==> config.mk <==
export PLATFORM = sky130hd
export DESIGN_NAME = audio_frame_packer
export DESIGN_NICKNAME = d
export VERILOG_FILES = /design/src/rtl/audio_stream_pkg.sv /design/src/rtl/frame_fifo.sv /design/src/rtl/audio_frame_packer.sv
export SDC_FILE = /design/constraint.sdc
export NUM_CORES = 1
export LEC_CHECK = 0
export ABC_CLOCK_PERIOD_IN_PS = 4800
export BUFFER_PORTS_ARGS = -buffer_cell sky130_fd_sc_hd__buf_2
export CAP_MARGIN = 25
export CORE_ASPECT_RATIO = 0.8
export CORE_UTILIZATION = 56
export CTS_BUF_LIST = sky130_fd_sc_hd__clkbuf_4
export CTS_CLUSTER_SIZE = 14
export DETAILED_ROUTE_END_ITERATION = 8
export HOLD_SLACK_MARGIN = 0.12
export PLACE_DENSITY = 0.78
export SYNTH_ARGS = -nofsm -noshare
export SYNTH_HDL_FRONTEND = slang
export SYNTH_HIERARCHICAL = 1
export SYNTH_SLANG_ARGS = --single-unit
==> constraint.sdc <==
create_clock -name clk_in -period 4.8 [get_ports clk_in]
set_input_delay 0.48 -clock clk_in [delete_from_list [all_inputs] [get_ports clk_in]]
set_output_delay 0.48 -clock clk_in [all_outputs]
set_load 0.005 [all_outputs]
==> src/rtl/audio_stream_pkg.sv <==
// audio_stream_pkg: serializer states, default sync byte and frame entry sizing
package audio_stream_pkg;
    typedef enum logic [1:0] {IDLE, HDR, SEQ, DATA} state_t;
    localparam logic [7:0] DEFAULT_SYNC_BYTE = 8'hA5;
    function automatic int entry_width(input int num_ch, input int out_bytes);
        return num_ch * out_bytes * 8 + num_ch + 8;
    endfunction
endpackage

==> src/rtl/frame_fifo.sv <==
// frame_fifo: synchronous FIFO with registered full flag and simultaneous push/pop
module frame_fifo #(
    parameter int WIDTH = 8,
    parameter int DEPTH = 4
) (
    input  logic             i_clk,
    input  logic             i_rst_n,
    input  logic             i_push,
    input  logic             i_pop,
    input  logic [WIDTH-1:0] i_data,
    output logic [WIDTH-1:0] o_data,
    output logic             o_full,
    output logic             o_empty
);
    localparam int AW = $clog2(DEPTH);
    localparam int CW = AW + 1;
    logic [WIDTH-1:0] r_mem [DEPTH];
    logic [AW-1:0]    r_wr, r_rd;
    logic [CW-1:0]    r_cnt;
    logic             r_full;
    logic             w_pop;
    logic [CW-1:0]    w_cnt_nxt;
    assign w_pop     = i_pop && !o_empty;
    assign w_cnt_nxt = r_cnt + CW'(i_push) - CW'(w_pop);
    assign o_empty   = r_cnt == '0;
    assign o_full    = r_full;
    assign o_data    = r_mem[r_rd];
    always_ff @(posedge i_clk) begin
        if (i_push) r_mem[r_wr] <= i_data;
    end
    always_ff @(posedge i_clk) begin
        if (!i_rst_n) begin
            r_wr   <= '0;
            r_rd   <= '0;
            r_cnt  <= '0;
            r_full <= 1'b0;
        end else begin
            r_wr   <= i_push ? r_wr + 1'b1 : r_wr;
            r_rd   <= w_pop ? r_rd + 1'b1 : r_rd;
            r_cnt  <= w_cnt_nxt;
            r_full <= w_cnt_nxt == CW'(DEPTH);
        end
    end
endmodule

==> src/rtl/audio_frame_packer.sv <==
// audio_frame_packer: decimates and masks multi-channel samples into framed bytes
// (sync, seq, payload) through a frame FIFO that absorbs sink backpressure.
module audio_frame_packer
    import audio_stream_pkg::*;
#(
    parameter int          NUM_CH       = 4,
    parameter int          SAMPLE_WIDTH = 24,
    parameter int          OUT_BYTES    = 2,
    parameter int          FIFO_DEPTH   = 4,
    parameter logic [7:0]  SYNC_BYTE    = DEFAULT_SYNC_BYTE
) (
    input  logic                           clk_in,
    input  logic                           rst_in,
    input  logic [NUM_CH*SAMPLE_WIDTH-1:0] sample_in,
    input  logic                           sample_valid_in,
    input  logic [NUM_CH-1:0]              ch_mask_in,
    input  logic [7:0]                     decim_in,
    input  logic                           enable_in,
    output logic [7:0]                     byte_out,
    output logic                           byte_valid_out,
    input  logic                           byte_ready_in,
    output logic [15:0]                    drop_count_out,
    output logic                           fifo_full_out
);
    localparam int OW = OUT_BYTES * 8;
    localparam int DW = NUM_CH * OW;
    localparam int EW = entry_width(NUM_CH, OUT_BYTES);
    localparam int NB = NUM_CH * OUT_BYTES;
    localparam int CW = NUM_CH > 1 ? $clog2(NUM_CH) : 1;
    localparam int BW = OUT_BYTES > 1 ? $clog2(OUT_BYTES) : 1;
    localparam int IW = NB > 1 ? $clog2(NB) : 1;

    logic [7:0]        r_dec, r_seq, r_seq_l;
    logic              r_sel;
    logic [EW-1:0]     r_entry;
    logic [15:0]       r_drop;
    logic [NUM_CH-1:0] r_mask_l;
    logic [DW-1:0]     r_data_l;
    logic [CW-1:0]     r_ch;
    logic [BW-1:0]     r_b;
    state_t            r_state, w_state_nxt;

    logic [DW-1:0]     w_trunc;
    logic [EW-1:0]     w_head;
    logic [7:0]        w_bytes [NB];
    logic [IW-1:0]     w_idx;
    logic [CW-1:0]     w_first, w_next;
    logic              w_has_next, w_take, w_push, w_pop, w_full, w_empty, w_last;
    logic              w_unused;

    assign w_unused = ^sample_in;
    for (genvar c = 0; c < NUM_CH; c++) begin : g_trunc
        assign w_trunc[c*OW +: OW] = sample_in[c*SAMPLE_WIDTH + SAMPLE_WIDTH - OW +: OW];
    end
    // byte j of the payload is byte (j % OUT_BYTES) of channel j / OUT_BYTES, MSB first
    for (genvar j = 0; j < NB; j++) begin : g_bytes
        assign w_bytes[j] = r_data_l[((j / OUT_BYTES) * OUT_BYTES + OUT_BYTES - 1 - (j % OUT_BYTES)) * 8 +: 8];
    end

    assign w_take = sample_valid_in && enable_in && r_dec == '0 && |ch_mask_in;
    assign w_push = r_sel && (!w_full || w_pop);
    assign w_idx  = IW'(r_ch) * IW'(OUT_BYTES) + IW'(r_b);
    assign w_last = r_b == BW'(OUT_BYTES - 1) && !w_has_next;
    assign drop_count_out = r_drop;
    assign fifo_full_out  = w_full;

    always_ff @(posedge clk_in) begin
        if (!rst_in) begin
            r_dec  <= '0;
            r_seq  <= '0;
            r_sel  <= 1'b0;
            r_drop <= '0;
        end else begin
            r_sel  <= w_take;
            r_dec  <= !enable_in ? '0 : !sample_valid_in ? r_dec : r_dec >= decim_in ? '0 : r_dec + 1'b1;
            r_seq  <= w_take ? r_seq + 1'b1 : r_seq;
            r_drop <= (r_sel && w_full && !w_pop && r_drop != '1) ? r_drop + 1'b1 : r_drop;
        end
    end

    always_ff @(posedge clk_in) begin
        if (w_take) r_entry <= {r_seq, ch_mask_in, w_trunc};
    end

    frame_fifo #(.WIDTH(EW), .DEPTH(FIFO_DEPTH)) u_fifo (
        .i_clk   (clk_in),
        .i_rst_n (rst_in),
        .i_push  (w_push),
        .i_pop   (w_pop),
        .i_data  (r_entry),
        .o_data  (w_head),
        .o_full  (w_full),
        .o_empty (w_empty)
    );

    // descending scan so the lowest qualifying channel wins
    always_comb begin
        w_first    = '0;
        w_next     = '0;
        w_has_next = 1'b0;
        for (int i = NUM_CH - 1; i >= 0; i--) begin
            if (r_mask_l[i]) begin
                w_first = CW'(i);
                if (CW'(i) > r_ch) begin
                    w_next     = CW'(i);
                    w_has_next = 1'b1;
                end
            end
        end
    end

    always_ff @(posedge clk_in) begin
        if (!rst_in) r_state <= IDLE;
        else         r_state <= w_state_nxt;
    end

    always_comb begin
        w_state_nxt    = r_state;
        byte_valid_out = 1'b1;
        byte_out       = '0;
        w_pop          = 1'b0;
        case (r_state)
            IDLE: begin
                byte_valid_out = 1'b0;
                w_state_nxt    = w_empty ? IDLE : HDR;
            end
            HDR: begin
                byte_out    = SYNC_BYTE;
                w_state_nxt = byte_ready_in ? SEQ : HDR;
            end
            SEQ: begin
                byte_out    = r_seq_l;
                w_state_nxt = byte_ready_in ? DATA : SEQ;
            end
            DATA: begin
                byte_out    = w_bytes[w_idx];
                w_pop       = byte_ready_in && w_last;
                w_state_nxt = w_pop ? IDLE : DATA;
            end
            default: w_state_nxt = IDLE;
        endcase
    end

    always_ff @(posedge clk_in) begin
        if (r_state == IDLE && !w_empty) {r_seq_l, r_mask_l, r_data_l} <= w_head;
    end

    always_ff @(posedge clk_in) begin
        if (!rst_in) begin
            r_ch <= '0;
            r_b  <= '0;
        end else if (r_state == SEQ) begin
            r_ch <= w_first;
            r_b  <= '0;
        end else if (r_state == DATA && byte_ready_in) begin
            r_ch <= r_b == BW'(OUT_BYTES - 1) ? w_next : r_ch;
            r_b  <= r_b == BW'(OUT_BYTES - 1) ? '0 : r_b + 1'b1;
        end
    end
endmodule

==> results_dict.tcl, run 1 <==
set metrics [dict create \
    port-buffer-count 106 \
    fin_crit_ns 3.56 \
    power_w 0.00870 \
    power_density_nw_per_um2 392 \
    yosys_warnings 6 \
    critical-path-slowest-cell "dfxtp_1" \
    slowest_delay_ns 0.67 \
    avgRoutedWirePerCell_um 20.8 \
    synth_compound_area_frac 0.0233 \
    nFillCells 2115 \
    synth_mux_area_frac 0.116 \
    clkLatencyLatePin_ns 0.81 \
    drt_first_pass_iters 5 \
    peakVddDrop_v 0.000279 \
    crit_fanout 13 \
    cp_cell_sequence "clkinv_1 > o21ai_0 > and4_1 > o31a_1 > ha_1 > inv_1 > ha_1 > inv_1 > fa_1 > xnor3_1 > nor4bb_1" \
    antenna_found_initial 3 \
    clock-sinks 504 \
    synth_simple_gate_area_share 0.0461 \
    yosys_register_bits 504 \
    tightest_slew_ns 0.903 \
    setup_viol 0 \
    cts_buffers 116 \
    clkPwrFrac 0.401 \
    setup_tns_ns 0 \
    initialDrtViolationCount 755 \
    cts_tree "yes" \
    final-hold-violation-count 0 \
    coreArea_um2 32900 \
    rsz0062_at_grt "no" \
    synth_top_family_by_area "multiplexers" \
    path_clk_slew_ns 0.06 \
    syn-cell-area_um2 18900 \
    worst_hold_slack_ns 0.345 \
    gr-total-overflow 0 \
    synth_edf_count 456 \
    slew_viol_final 0 \
    cts_buffer_depth 3 \
    combinationalPowerShare 0.031 \
    area_delta_synth_final_pct 17.7 \
    mostFrequentLayoutCells "456 x edfxtp_1, 180 x clkbuf_4, 106 x buf_2" \
    cp.required_ns 5.50 \
    rows 59 \
    dieArea_um2 34400 \
    finalCritPeriodShare 0.741 \
    start_util 0.574 \
    p_leak_nw 7.46 \
    grt_max_degree 45 \
    min_path_type "input port to register" \
    cp-end-kind "register" \
    syn_avg_cell_area_um2 20.6 \
    grt_pass1_vias 9853 \
    yosysUniqueCellTypes 62 \
    pin_count 139 \
    grt_pass1_wl_um 55900 \
    switching_power_w 0.00182 \
    layout_commonest_cell "edfxtp_1" \
    path_class "register to register" \
    die_w_um 207 \
    synth_cells 917 \
    track_usage 0.217 \
    wl_um 35900 \
    fp.dieH_um 166 \
    dp_hpwl_um 20800 \
    gp_congestion 0.760 \
    finClkSkew_ns 0.0348 \
    max_slew_margin 0.397 \
    async_reset_ff_frac 0 \
    internal_power_w 0.00688 \
    worstPathArrival_ns 4.25 \
    ys.flop_type "edfxtp_1" \
    drt_drc_violations_left 0 \
    vias 9675 \
    max_freq_mhz 281 \
    netSwitchingFraction 0.209 \
    synthAdderAreaFrac 0.0130 \
    via_per_inst 5.61 \
    synthesis.nets 1049 \
    cts_setup_buffers 0 \
    maxCapViolations 0 \
    cts_root_buffer "clkbuf_4" \
    drive_gt1_frac 0.329 \
    synth-xor-area-share 0.00630 \
    outcome "finished, final reports clean" \
    ys_seq_area_frac 0.777 \
    power_frac_seq 0.568 \
    startpoint_type "register" \
    nets 1329 \
    antenna_left 0 \
    htree_levels 3 \
]
-- flip-flops by register name (all words and copies together), names as in the netlist, 3 cells and up, named ones only --
| name | flops |
|---|---|
| u_fifo/r_cnt | 3 |
| drop_count_out | 16 |
| u_fifo/r_mem | 304 |
| r_entry | 76 |
| r_seq | 8 |
| r_mask_l | 4 |
| r_seq_l | 8 |
| r_dec | 8 |
| r_data_l | 64 |
-- cells by family (layout without fill, tap and decap cells) --
| kind of cell | after synthesis | count (layout) |
|---|---|---|
| adder cells (fa/ha/maj) | 19 | 19 |
| flip-flops | 504 | 504 |
| XOR/XNOR | 12 | 12 |
| AO/OA/AOI/OAI | 69 | 69 |
| buffers and inverters | 55 | 434 |
| AND/OR/NAND/NOR | 154 | 154 |
| other | 0 | 2 |
| multiplexers | 104 | 104 |
-- path summary, 6_finish.rpt --
check | from | end | slack [ns] | cells past startpoint
worst max register to register | r_ch[1]$_SDFFE_PN0P_ | u_fifo/o_full$_SDFF_PN0_ | 1.24 | 11
worst max-delay path | r_ch[1]$_SDFFE_PN0P_ | u_fifo/o_full$_SDFF_PN0_ | 1.24 | 11
worst min register to register | r_seq[7]$_SDFFE_PN0P_ | r_entry[75]$_DFFE_PP_ | 0.46 | 0
worst min-delay path | decim_in[7] | r_dec[3]$_SDFFE_PN0P_ | 0.35 | 6
-- critical path: cells and delay by family (launching register included) --
family / cells / cell delay (ns)
fa+ha+maj: 3 / 0.76
simple gates: 2 / 0.60
buf+inv: 3 / 0.56
flops: 1 / 0.67
xor+xnor: 1 / 0.35
compound gates: 2 / 0.53
-- power by group through the flow --
stage	logic (W)	registers (W)	clock network (W)
floorplan	0.000126	0.00501	0
global placement	0.000216	0.00503	0
detailed placement	0.000222	0.00504	0
CTS	0.000268	0.00494	0.00359
global route	0.000290	0.00495	0.00383
finish	0.000266	0.00494	0.00349
-- final cells by class --
type | instances | area (µm²) | area share
inverters | 22 | 82.6 | 0.00372
clock buffers | 180 | 1350 | 0.0608
clock inverters | 37 | 238 | 0.0107
flip-flops and latches | 504 | 14700 | 0.660
repair buffers | 195 | 1460 | 0.0655
diodes | 2 | 5.00 | 0.000225
well taps | 427 | 534 | 0.0241
multi-input cells | 358 | 3880 | 0.175
-- stage by stage --
step                setup slack [ns]  instance area, µm²  instances  utilization
floorplan                      0.278               18900        917            -
global placement                1.41               19800       1431        0.604
detailed placement              1.28               19900       1432        0.604
CTS                             1.26               22200       1722        0.675
global route                    1.03               22200       1725        0.676
finish                          1.24               22200       1725        0.676
-- metal layers --
metal | GRT usage | vias up | routed length (µm)
li1 | - | 4354 | -
met1 | 0.313 | 4905 | 16000
met2 | 0.330 | 377 | 16900
met3 | 0.0582 | 39 | 2560
met4 | 0.0649 | 0 | 437
met5 | 0 | - | 0
-- Yosys cell counts, types with 2 or more instances --
| cell type | number | area [µm²] |
|---|---|---|
| edfxtp_1 | 456 | 13700 |
| mux4_2 | 92 | 2070 |
| dfxtp_1 | 48 | 961 |
| nand2_1 | 48 | 180 |
| a21oi_1 | 22 | 110 |
| inv_1 | 21 | 78.8 |
| nor2_1 | 19 | 71.3 |
| ha_1 | 18 | 225 |
| o21ai_0 | 13 | 65.1 |
| mux2i_1 | 12 | 120 |
| nand2b_1 | 12 | 75.1 |
| nand3_1 | 9 | 45.0 |
| xor2_1 | 9 | 78.8 |
| and2_1 | 8 | 50.1 |
| nor3_1 | 8 | 40.0 |
| buf_2 | 7 | 35.0 |
| buf_4 | 7 | 52.6 |
| nand4_1 | 7 | 43.8 |
| a31oi_1 | 6 | 37.5 |
| clkbuf_1 | 6 | 22.5 |
| and3_1 | 5 | 31.3 |
| buf_12 | 5 | 100 |
| nor2b_1 | 5 | 31.3 |
| o31ai_1 | 5 | 37.5 |
| or4_1 | 5 | 37.5 |
| a211oi_1 | 4 | 30.0 |
| a41oi_1 | 4 | 35.0 |
| buf_1 | 4 | 15.0 |
| buf_6 | 4 | 45.0 |
| nor4_1 | 4 | 25.0 |
| and4_1 | 3 | 26.3 |
| nor3b_2 | 2 | 25.0 |
| nor4b_1 | 2 | 17.5 |
| o21a_1 | 2 | 15.0 |
| o21bai_1 | 2 | 15.0 |
| o22ai_1 | 2 | 12.5 |
| o31a_1 | 2 | 17.5 |
| o41ai_1 | 2 | 17.5 |
| or3_1 | 2 | 12.5 |
| or4b_1 | 2 | 20.0 |
| xnor2_1 | 2 | 17.5 |
-- timing repair --
item,CTS,global route
setup endpoints to repair,0,0
resized for setup,0,0
hold buffers,73,0
hold endpoints to repair,83,0
Note: power is estimated with default switching activity, not from simulation.
==> inputs of run 2 (changes only) <==
Settings changed: ABC_CLOCK_PERIOD_IN_PS 4800 to 3200.
Clock period 4.8 ns to 3.2 ns, I/O delays scaled along.
==> run 2 against run 1 <==
  * Clock power up 49%
  * Clock-buffer cell count is 6 higher
  * Via count shrank 0.20%
  * Total power grew 50%
  * Final cell count grew 0.41%
  * Setup slack got worse by 1.0 ns
  * Register-to-register slack got worse by 0.97 ns
  * Clock skew up 0.031 ns
  * Die area stayed put
  * Cell area up 0.48%
==> results_dict.tcl, run 2 (synthesis results as in run 1) <==
set metrics [dict create \
    max_freq_mhz 338 \
    r2r_end "u_fifo/o_full$_SDFF_PN0_" \
    drt_drc_violations_left 0 \
    cts_root_buffer "clkbuf_4" \
    top_register "u_fifo/r_mem" \
    pin_count 139 \
    die_w_um 207 \
    finalInstanceArea_um2 22300 \
    slowest_delay_ns 0.61 \
    power_w 0.0130 \
    final-hold-violation-count 0 \
    register_area_um2 14700 \
    layout_commonest_cell "edfxtp_1" \
    grt_pass1_wl_um 55600 \
    mostFrequentLayoutCells "456 x edfxtp_1, 186 x clkbuf_4, 106 x buf_2" \
    power_density_nw_per_um2 583 \
    track_usage 0.216 \
    grt_max_degree 86 \
    netSwitchingFraction 0.208 \
    initialDrtViolationCount 879 \
    dp_slack_ns 0.290 \
    gr-total-overflow 0 \
    clock-sinks 504 \
    cts_buffer_depth 3 \
    coreArea_um2 32900 \
    tightest_slew_ns 0.794 \
    power_frac_seq 0.569 \
    r2r_cells 11 \
    worstPathArrival_ns 2.64 \
    fp.dieH_um 166 \
    largest_reg_flops 304 \
    cts_buffers 114 \
    antenna_left 0 \
    cp_cell_sequence "buf_4 > mux4_2 > nand2_1 > a41oi_1 > buf_2" \
    slew_viol_final 0 \
    r2r_slack_ns 0.27 \
    start_util 0.574 \
    max_slew_margin 0.470 \
    startpoint "r_b$_SDFFE_PP0P_" \
    gp_congestion 0.800 \
    placed_cell_area_um2 20000 \
    setup_slack_ns 0.245 \
    area_delta_synth_final_pct 18.3 \
    rows 59 \
    fin_crit_ns 2.96 \
    htree_levels 3 \
    crit_buf_inv 2 \
    clkLatencyLatePin_ns 0.83 \
    port-buffer-count 106 \
    min_path_type "input port to register" \
    multi_input_area_um2 3900 \
    dieArea_um2 34400 \
    maxCapViolations 0 \
    critical-path-slowest-cell "mux4_2" \
    internal_power_w 0.0103 \
    combinationalPowerShare 0.032 \
    finalCritPeriodShare 0.924 \
    rr_startpoint "r_mask_l[1]$_DFFE_PP_" \
    wl_um 35600 \
    outcome "finished, final reports clean" \
    dp_hpwl_um 19700 \
    path_clk_slew_ns 0.07 \
    path_class "register to output pin" \
    crit_fanout 19 \
    p_leak_nw 7.51 \
    worst-path-stages 5 \
    drt_first_pass_iters 5 \
    place_inst 1438 \
    antenna_found_initial 2 \
    instances_no_fill 1732 \
    startpoint_type "register" \
    cp.required_ns 2.88 \
    finClkSkew_ns 0.0656 \
    nets 1334 \
    cp-end-kind "output pin" \
    peakVddDrop_v 0.000343 \
    rsz0062_at_grt "no" \
    critPathTopFamily "multiplexers" \
    crit_path_end "byte_out[5]" \
    clkPwrFrac 0.399 \
    switching_power_w 0.00270 \
    drive_gt1_frac 0.338 \
    cts_tree "yes" \
    grt_pass1_vias 9828 \
    avgRoutedWirePerCell_um 20.6 \
    setup_viol 0 \
    nFillCells 2078 \
    vias 9656 \
    via_per_inst 5.58 \
]
run 2: layer usage:
layer,vias to the layer above,global-route usage,part of all wire
li1,4377,-,-
met1,4876,0.316,0.45
met2,356,0.320,0.46
met3,47,0.0545,0.069
met4,0,0.0714,0.018
met5,-,0,0
run 2: worst min path at each step:
stage	endpoint	from	cells after the start
floorplan	r_entry[0]$_DFFE_PP_	sample_in[8]	0
global placement	r_entry[75]$_DFFE_PP_	r_seq[7]$_SDFFE_PN0P_	0
detailed placement	r_entry[75]$_DFFE_PP_	r_seq[7]$_SDFFE_PN0P_	0
CTS	r_entry[53]$_DFFE_PP_	sample_in[85]	2
global route	r_entry[53]$_DFFE_PP_	sample_in[85]	2
finish	r_entry[62]$_DFFE_PP_	sample_in[94]	2
run 2: area by class of cell:
class | instances | share of cell area
clock buffers | 186 | 0.0626
flip-flops and latches | 504 | 0.657
well taps | 427 | 0.0239
multi-input cells | 358 | 0.175
inverters | 22 | 0.00370
clock inverters | 31 | 0.00841
diodes | 2 | 0.000224
repair buffers | 202 | 0.0695
run 2: power groups by stage:
stage | logic (W) | clock network, W | registers (W)
4_1_cts | 0.000424 | 0.00535 | 0.00740
3_5_place_dp | 0.000354 | 0 | 0.00754
2_1_floorplan | 0.000192 | 0 | 0.00751
3_3_place_gp | 0.000345 | 0 | 0.00753
5_1_grt | 0.000456 | 0.00569 | 0.00741
6_report | 0.000421 | 0.00519 | 0.00740
run 2: timing repair:
item | CTS | global route
endpoints found under the hold margin | 98 | 0
setup endpoints to repair | 0 | 1
gates resized for setup | 0 | 1
hold buffers | 75 | 0
buffers inserted | 0 | 0
run 2: stage by stage:
stage	hold WS [ns]	TNS (ns)	util
floorplan	0.419	-58.07	-
global placement	0.435	0	0.608
detailed placement	0.442	0	0.608
CTS	0.137	0	0.679
global route	0.128	0	0.679
finish	0.212	0	0.679
==> inputs of run 3 (changes only) <==
Settings changed: CORE_ASPECT_RATIO 0.8 to 1.25.
==> run 3 against run 2 <==
  * The flow now finishes with violations (design-rule violations)
  * Sequential share of layout area is 0.25 points higher
  * Non-clock buffer count increased by 3
  * Register-to-register slack got worse by 0.03 ns
  * Largest cell class unchanged
  * Clock skew increased by 0.012 ns
  * Critical path type is now register to register
  * Hold slack improved by 0.038 ns
  * Via count fell by 0.50%
  * Clock-buffer cell count is 15 lower
  * Final cell count decreased by 0.81%
  * Combinational power is essentially flat
  * Highest routed layer unchanged
  * Die area barely moved
==> results_dict.tcl, run 3 (synthesis results as in run 1) <==
set metrics [dict create \
    track_usage 0.209 \
    drive_gt1_frac 0.331 \
    mostFrequentLayoutCells "456 x edfxtp_1, 171 x clkbuf_4, 106 x buf_2" \
    outcome "finished, violations left" \
    cts_buffers 114 \
    hold_depth 2 \
    combinationalPowerShare 0.033 \
    avgRoutedWirePerCell_um 20.2 \
    fin_util 0.674 \
    rows 74 \
    clock-sinks 504 \
    min-delay-start "sample_in[19]" \
    port-buffer-count 106 \
    setup_viol 0 \
    drt_drc_violations_left 9 \
    power_density_nw_per_um2 571 \
    finalCritPeriodShare 0.926 \
    coreArea_um2 33000 \
    layout_commonest_cell "edfxtp_1" \
    peakVddDrop_v 0.000455 \
    dieArea_um2 34400 \
    area_delta_synth_final_pct 17.8 \
    netSwitchingFraction 0.209 \
    ctsResizeCount 0 \
    tightest_slew_ns 0.836 \
    crit_fanout 5 \
    antenna_found_initial 2 \
    antenna_left 0 \
    slowest_delay_ns 0.44 \
    die_w_um 166 \
    fin_crit_ns 2.96 \
    path_class "register to register" \
    start_util 0.573 \
    drt_first_pass_iters 7 \
    maxCapViolations 0 \
    max_slew_margin 0.439 \
    violations "design-rule violations" \
    gr-total-overflow 0 \
    clkLatencyLatePin_ns 0.79 \
    r2r_end "u_fifo/o_full$_SDFF_PN0_" \
    p_leak_nw 7.46 \
    vias 9608 \
    startpoint_type "register" \
    r2r_slack_ns 0.24 \
    grt_pass1_wl_um 54100 \
    initialDrtViolationCount 723 \
    worstPathArrival_ns 3.63 \
    cts_tree "yes" \
    cp-end-kind "register" \
    via_per_inst 5.59 \
    largest_reg_flops 304 \
    finClkSkew_ns 0.0777 \
    wl_um 34700 \
    top_register "u_fifo/r_mem" \
    cts_buffer_depth 3 \
    gp_congestion 0.771 \
    min_to "r_entry[11]$_DFFE_PP_" \
    path_clk_slew_ns 0.07 \
    worst_hold_slack_ns 0.249 \
    nets 1337 \
    clkPwrFrac 0.385 \
    final-hold-violation-count 0 \
    min_path_type "input port to register" \
    rr_startpoint "r_mask_l[1]$_DFFE_PP_" \
    rsz0062_at_grt "no" \
    power_frac_seq 0.582 \
    grt_max_degree 86 \
    grt_pass1_vias 10100 \
    max_freq_mhz 337 \
    setup_tns_ns 0 \
    fp.dieH_um 207 \
    htree_levels 3 \
    cts_root_buffer "clkbuf_4" \
    r2r_cells 11 \
    pin_count 139 \
    internal_power_w 0.0101 \
    nFillCells 2107 \
    slew_viol_final 0 \
    dp_hpwl_um 19400 \
    critical-path-slowest-cell "edfxtp_1" \
    cp.required_ns 3.87 \
    cp_cell_sequence "nor2b_1 > o21bai_1 > and4_1 > o31a_1 > ha_1 > inv_1 > ha_1 > inv_1 > fa_1 > xnor3_1 > nor4bb_1" \
    switching_power_w 0.00265 \
]
-- run 3: worst max-delay path by stage --
stage | startpoint | end | slack, ns | cells past startpoint
after CTS | r_b$_SDFFE_PP0P_ | byte_out[7] | 0.15 | 5
after floorplan | r_dec[0]$_SDFFE_PN0P_ | r_seq[7]$_SDFFE_PN0P_ | -0.89 | 7
after global placement | r_mask_l[1]$_DFFE_PP_ | u_fifo/o_full$_SDFF_PN0_ | 0.38 | 11
after detailed placement | r_mask_l[1]$_DFFE_PP_ | u_fifo/o_full$_SDFF_PN0_ | 0.25 | 11
final | r_mask_l[1]$_DFFE_PP_ | u_fifo/o_full$_SDFF_PN0_ | 0.24 | 11
after global routing | r_mask_l[1]$_DFFE_PP_ | u_fifo/o_full$_SDFF_PN0_ | 0.03 | 11
-- run 3: repair_timing --
| action | in CTS | in global routing |
|---|---|---|
| setup buffers | 0 | 0 |
| endpoints found under the hold margin | 98 | 0 |
| hold buffers | 75 | 0 |
| setup endpoints to repair | 0 | 0 |
-- run 3: critical path, delay by kind of cell (launching register included) --
family	cells	cell delay [ns]
fa+ha+maj	3	0.77
simple gates	3	0.73
flops	1	0.44
compound gates	2	0.43
xor+xnor	1	0.39
buf+inv	2	0.10
-- run 3: power by group through the flow --
stage / registers (W) / logic [W] / clock network, W
2_1_floorplan: 0.00751 / 0.000192 / 0
3_3_place_gp: 0.00752 / 0.000346 / 0
3_5_place_dp: 0.00754 / 0.000355 / 0
4_1_cts: 0.00739 / 0.000425 / 0.00502
5_1_grt: 0.00741 / 0.000459 / 0.00534
6_report: 0.00740 / 0.000422 / 0.00489
-- run 3: cell type report --
type	count	area, µm²	area share
well taps	418	523	0.0235
inverters	22	82.6	0.00371
multi-input cells	358	3890	0.175
clock inverters	38	193	0.00867
flip-flops and latches	504	14700	0.660
diodes	2	5.00	0.000225
repair buffers	205	1590	0.0714
clock buffers	171	1280	0.0577
-- run 3: layer usage --
| metal | up-vias | part of all wire | GRT usage |
|---|---|---|---|
| met3 | 58 | 0.060 | 0.0475 |
| met5 | - | 0 | 0 |
| met2 | 354 | 0.52 | 0.352 |
| met4 | 0 | 0.028 | 0.0993 |
| met1 | 4811 | 0.40 | 0.258 |
| li1 | 4385 | - | - |
-- run 3: stage by stage --
stage / instances / total power, W / cell area, µm² / worst slack, ns
global placement: 1432 / 0.00787 / 20000 / 0.380
CTS: 1716 / 0.0128 / 22200 / 0.154
detailed placement: 1432 / 0.00789 / 20000 / 0.253
finish: 1718 / 0.0127 / 22200 / 0.237
floorplan: 917 / 0.00770 / 18900 / -0.890
global route: 1718 / 0.0132 / 22200 / 0.0287
